### config.mk
export PLATFORM = sky130hd
export DESIGN_NAME = parallel_to_serial_rf
export DESIGN_NICKNAME = d
export VERILOG_FILES = /design/src/rtl/parallel_to_serial_rf.sv
export SDC_FILE = /design/constraint.sdc
export NUM_CORES = 1
export LEC_CHECK = 0
export BUFFER_PORTS_ARGS = -buffer_cell sky130_fd_sc_hd__buf_2
export CAP_MARGIN = 30
export CORE_AREA = 2 2 39 41
export CTS_BUF_LIST = sky130_fd_sc_hd__clkbuf_16
export DETAILED_ROUTE_END_ITERATION = 7
export DIE_AREA = 0 0 41 43
export GPL_ROUTABILITY_DRIVEN = 1
export GPL_TIMING_DRIVEN = 0
export PLACE_DENSITY = 0.47
export SYNTH_ARGS = -nofsm -noshare
export SYNTH_HDL_FRONTEND = slang
export SYNTH_SLANG_ARGS = --single-unit
### constraint.sdc
create_clock -name clk -period 3 [get_ports clk]
set_input_delay 0.15 -clock clk [delete_from_list [all_inputs] [get_ports clk]]
set_output_delay 0.15 -clock clk [all_outputs]
set_load 0.01 [all_outputs]
### src/rtl/parallel_to_serial_rf.sv
// parallel_to_serial_rf: unloads a packed word of N_ELEMS elements onto a valid/ready
// serial port, successive elements at least II clocks apart. Define PTS_MSB_FIRST_EN for MSB-first order.
module parallel_to_serial_rf #(
  parameter int WIDTH   = 1,
  parameter int N_ELEMS = 2,
  parameter int II      = 1
) (
  input  logic                       clk,
  input  logic                       rst,
  input  logic                       in_valid,
  output logic                       in_ready,
  input  logic [WIDTH*N_ELEMS-1:0]   in,
  output logic                       out_valid,
  input  logic                       out_ready,
  output logic [WIDTH-1:0]           out,
  output logic                       out_last,
  output logic                       busy
);

  localparam int unsigned IDX_W = (N_ELEMS > 1) ? $clog2(N_ELEMS) : 1;

`ifdef PTS_MSB_FIRST_EN
  localparam logic [IDX_W-1:0] FIRST_IDX = IDX_W'(N_ELEMS - 1);
  localparam logic [IDX_W-1:0] LAST_IDX  = '0;
`else
  localparam logic [IDX_W-1:0] FIRST_IDX = '0;
  localparam logic [IDX_W-1:0] LAST_IDX  = IDX_W'(N_ELEMS - 1);
`endif

  if (WIDTH < 1 || N_ELEMS < 1 || II < 1) begin : g_param_check
    $fatal(1, "parallel_to_serial_rf: WIDTH, N_ELEMS and II must all be >= 1");
  end

  typedef enum logic [1:0] {
    S_IDLE = 2'd0,
    S_EMIT = 2'd1,
    S_GAP  = 2'd2
  } state_t;

  state_t                   r_state;
  state_t                   w_state_nxt;
  logic [WIDTH*N_ELEMS-1:0] r_buf;
  logic [IDX_W-1:0]         r_idx;
  logic [IDX_W-1:0]         w_idx_step;
  logic [31:0]              r_gap;
  logic                     w_xfer;
  logic                     w_load;
  logic                     w_gap_done;
  logic [WIDTH-1:0]         w_sel;

  assign w_xfer     = out_valid & out_ready;
  assign w_load     = in_valid & in_ready;
  assign w_gap_done = (r_gap == 32'(II - 2));

`ifdef PTS_MSB_FIRST_EN
  assign w_idx_step = r_idx - IDX_W'(1);
`else
  assign w_idx_step = r_idx + IDX_W'(1);
`endif

  // State register
  always_ff @(posedge clk or negedge rst) begin
    if (!rst) begin
      r_state <= S_IDLE;
    end else begin
      r_state <= w_state_nxt;
    end
  end

  // Next-state: a load overlapping the last transfer still honours the II spacing
  always_comb begin
    w_state_nxt = r_state;
    unique case (r_state)
      S_IDLE: begin
        if (w_load) w_state_nxt = S_EMIT;
      end
      S_EMIT: begin
        if (w_xfer) begin
          if (out_last && !w_load) w_state_nxt = S_IDLE;
          else                     w_state_nxt = (II == 1) ? S_EMIT : S_GAP;
        end
      end
      S_GAP: begin
        if (w_gap_done) w_state_nxt = S_EMIT;
      end
      default: w_state_nxt = S_IDLE;
    endcase
  end

  // Outputs decoded from registers only; in_ready also looks at out_ready
  always_comb begin
    out_valid = (r_state == S_EMIT);
    out_last  = out_valid && (r_idx == LAST_IDX);
    out       = out_valid ? w_sel : '0;
    busy      = (r_state != S_IDLE);
    in_ready  = (r_state == S_IDLE) | (out_valid & out_ready & out_last);
  end

  // Element select on the held buffer
  always_comb begin
    w_sel = '0;
    for (int k = 0; k < N_ELEMS; k++) begin
      if (r_idx == IDX_W'(k)) w_sel = r_buf[k*WIDTH +: WIDTH];
    end
  end

  // Word buffer, element index and inter-element gap counter
  always_ff @(posedge clk or negedge rst) begin
    if (!rst) begin
      r_buf <= '0;
      r_idx <= '0;
      r_gap <= '0;
    end else begin
      if (w_load) begin
        r_buf <= in;
        r_idx <= FIRST_IDX;
      end else if (w_xfer && !out_last) begin
        r_idx <= w_idx_step;
      end
      if (r_state == S_GAP) begin
        r_gap <= w_gap_done ? '0 : r_gap + 32'd1;
      end
    end
  end

  a_hold_under_backpressure : assert property (
    @(posedge clk) disable iff (!rst)
    (out_valid && !out_ready) |=> (out_valid && $stable(out) && $stable(out_last)));

  a_out_zero_when_invalid : assert property (
    @(posedge clk) disable iff (!rst)
    !out_valid |-> (out == '0 && !out_last));

  a_idle_accepts : assert property (
    @(posedge clk) disable iff (!rst)
    !busy |-> in_ready);

endmodule

==> flow_summary_export.csv <==
group,metric,value,unit
outcome,outcome,"completed",
power,p_int,0.3101,mW
clocking,cts-root-buf,"clkbuf_16",
setup_path,end_kind,"output pin",
hold_path,worstHoldPathCells,2,
timing,setup_ws,1.772,ns
global_route,grt_usage,7.467,%
setup_path,max_stage_delay,0.45,ns
global_route,grt_pass1_vias,191,
final_layout,fin_nets,44,
clocking,path_clk_slew,0.03,ns
setup_path,worstPathRequired,2.85,ns
route,via_count,186,
power,p_seq_share,24.2,%
clocking,clockBufferDepth,2,
route,drt_iter0_drc,3,
flow_run,cap_violations,0,
synthesis,ys_types,13,
synthesis,ys.flop_type,"dfrtp_1",
route,wl_per_cell,8.115,µm
synthesis,synth_seq_cells,4,
clocking,clock-sinks,4,
clocking,cts_htree_levels,1,
synthesis,synth_top_area_share,45.45,%
timing,hold_violations,0,
power,peakVddDrop,0.0002714,V
setup_path,crit_family,"flip-flops",
setup_path,crit_fanout,6,
global_route,grt_max_degree,8,
synthesis,synthTopCellsByArea,"dfrtp_1 45%, o32ai_1 8.0%, inv_1 6.8%",
timing,setup_viol,0,
timing,fin_hold_ws,0.1888,ns
clocking,postCtsSetupRepairBufs,0,
hold_path,holdPathEnd,"r_state[0]",
timing,rsz0062_at_grt,"false",
placement,pre_cts_slack,1.981,ns
floorplan,die_y,43,µm
final_layout,final-seq-area,100.1,µm²
global_route,antenna_found_initial,0,
setup_path,criticalPathCategory,"flip-flop to output pin",
route,wl,422,µm
timing,drv_slew,0,
setup_path,critPathBufInv,1,
clocking,clk-insertion-delay-late,0.22,ns
synthesis,syn_nets,28,
synthesis,yosys-top-cells-count,"4 x dfrtp_1, 4 x inv_1, 2 x nand2_1, 2 x nor2b_1, 2 x o32ai_1",
setup_path,crit_path_cell_trace,"mux2i_1 > nor2b_1 > buf_2",
setup_path,timing.rr.end,"r_state[0]",
setup_path,r2r-start,"r_state[0]",
floorplan,initial_utilization,15.91,%
hold_path,hold_path_startpoint,"in_valid",
power,finalPower,0.4168,mW
clocking,numCtsBuffers,3,
power,p_switching,0.1067,mW
route,drtPass1Iterations,2,
final_layout,syn_to_final_growth,70.45,%
route,drt-vias-per-instance,3.577,
floorplan,pin_count,11,
final_layout,num_antenna_cells,0,
floorplan,die_x,41,µm
placement,gp_congestion,0.6363,
route,drc_errors,0,
timing,finalSetupTns,0,ns
placement,dp_cells,48,
power,power_frac_comb,26.7,%
synthesis,synthCells,22,
synthesis,synth_edf_count,0,
hold_path,hp-class,"input pin to flip-flop",
power,clockPowerShare,49.1,%
clocking,cts_tree,"built",
synthesis,yosysSeqAreaShare,45.45,%
synthesis,ys_warn_count,0,
timing,worst_slew_pin_slew,0.2337,ns
synthesis,async_flop_share,100.0,%
clocking,cts_resized,0,
placement,port-buffer-count,10,
setup_path,startpoint_type,"flip-flop",
synthesis,syn_avg_cell_area,10.01,µm²
floorplan,core_area,1384,µm²
power,switching_share,25.60,%
global_route,grt_first_pass_wirelength,731,µm
power,power.density,1110,nW/µm²
timing,period_needed,1.228,ns
power,p_leak,0.1900,nW
floorplan,fp-row-count,14,
final_layout,multi_input_area,97.59,µm²
clocking,ctsHoldBuffers,1,
setup_path,rrSetupSlack,1.98,ns
final_layout,drive_gt1_share,50.00,%
route,drtAntennaViolNets,0,
setup_path,arrival,1.08,ns
timing,finClkSkew,0.0006292,ns
floorplan,die-area,1763,µm²
setup_path,crit_path_top_delay_cell,"dfrtp_1",
timing,min_period_over_period,40.95,%
timing,fmax,814.1,MHz
final_layout,final_cells,52,
synthesis,netlist_area,220.2,µm²
synthesis,synth_area_leader_cell,"dfrtp_1",
final_layout,fillers,152,
setup_path,r2r_cells,2,
timing,relSlewSlack,84.37,%
global_route,overflow,0,
-- layout by cell type (no fill, tap or decap), types with 2 or more instances in the layout --
cell type / n
buf_2: 10
clkbuf_16: 3
dfrtp_1: 4
inv_1: 4
nand2_1: 2
nor2b_1: 2
o32ai_1: 2
-- how the worst max path moves through the flow --
stage | start | to | slack [ns] | cells past startpoint
2_1_floorplan | r_state[0] | r_state[0] | 1.99 | 2
3_3_place_gp | r_state[0] | r_state[0] | 1.97 | 2
3_5_place_dp | r_state[0] | r_state[0] | 1.98 | 2
4_1_cts | r_idx | out | 1.76 | 3
5_1_grt | r_idx | out | 1.66 | 3
6_report | r_idx | out | 1.77 | 3
-- worst register-to-register path: stages (launching register included) --
cell and delay (ns):
dfrtp_1 0.42, a21boi_2 0.20, or2_2 0.28
-- cell families after synthesis --
group                     after synthesis  synth area share [%]
AOI/OAI and AO/OA                       4                 17.61
xor gates and xnor gates                1                 3.978
buffers and inverters                   5                 10.23
DFF                                     4                 45.46
muxes                                   1                 4.546
and+or+nand+nor                         7                 18.19
-- state kept, by name, indices dropped and copies added, names as in the netlist --
signal and count:
r_idx 1, r_buf 2, r_state 1
-- power groups by stage --
stage | Clock [mW] | Sequential, mW | Combinational [mW]
after floorplan | 0 | 0.0973 | 0.0762
after detailed placement | 0 | 0.101 | 0.111
final | 0.205 | 0.101 | 0.111
after global routing | 0.212 | 0.105 | 0.126
after global placement | 0 | 0.102 | 0.112
after CTS | 0.208 | 0.101 | 0.113
-- metrics by stage --
stage,utilization (%),instance area [µm²]
floorplan,-,220.2
global placement,20.98,290.3
detailed placement,20.98,290.3
CTS,27.12,375.4
global route,27.12,375.4
finish,27.12,375.4
-- final cells by class --
type	count	area share [%]
Sequential cell	4	26.67
Tap cell	16	5.333
Multi-Input combinational cell	13	26.00
Timing Repair Buffer	11	16.00
Inverter	4	4.000
Buffer	1	2.000
Clock buffer	3	20.00
-- layer usage --
layer	up-vias	wire, µm	track usage [%]
li1	102	-	-
met3	0	42	4.712
met1	74	225	7.843
met2	10	154	7.187
met4	0	0	12.00
met5	-	0	0
(Power assumes the default switching activity.)
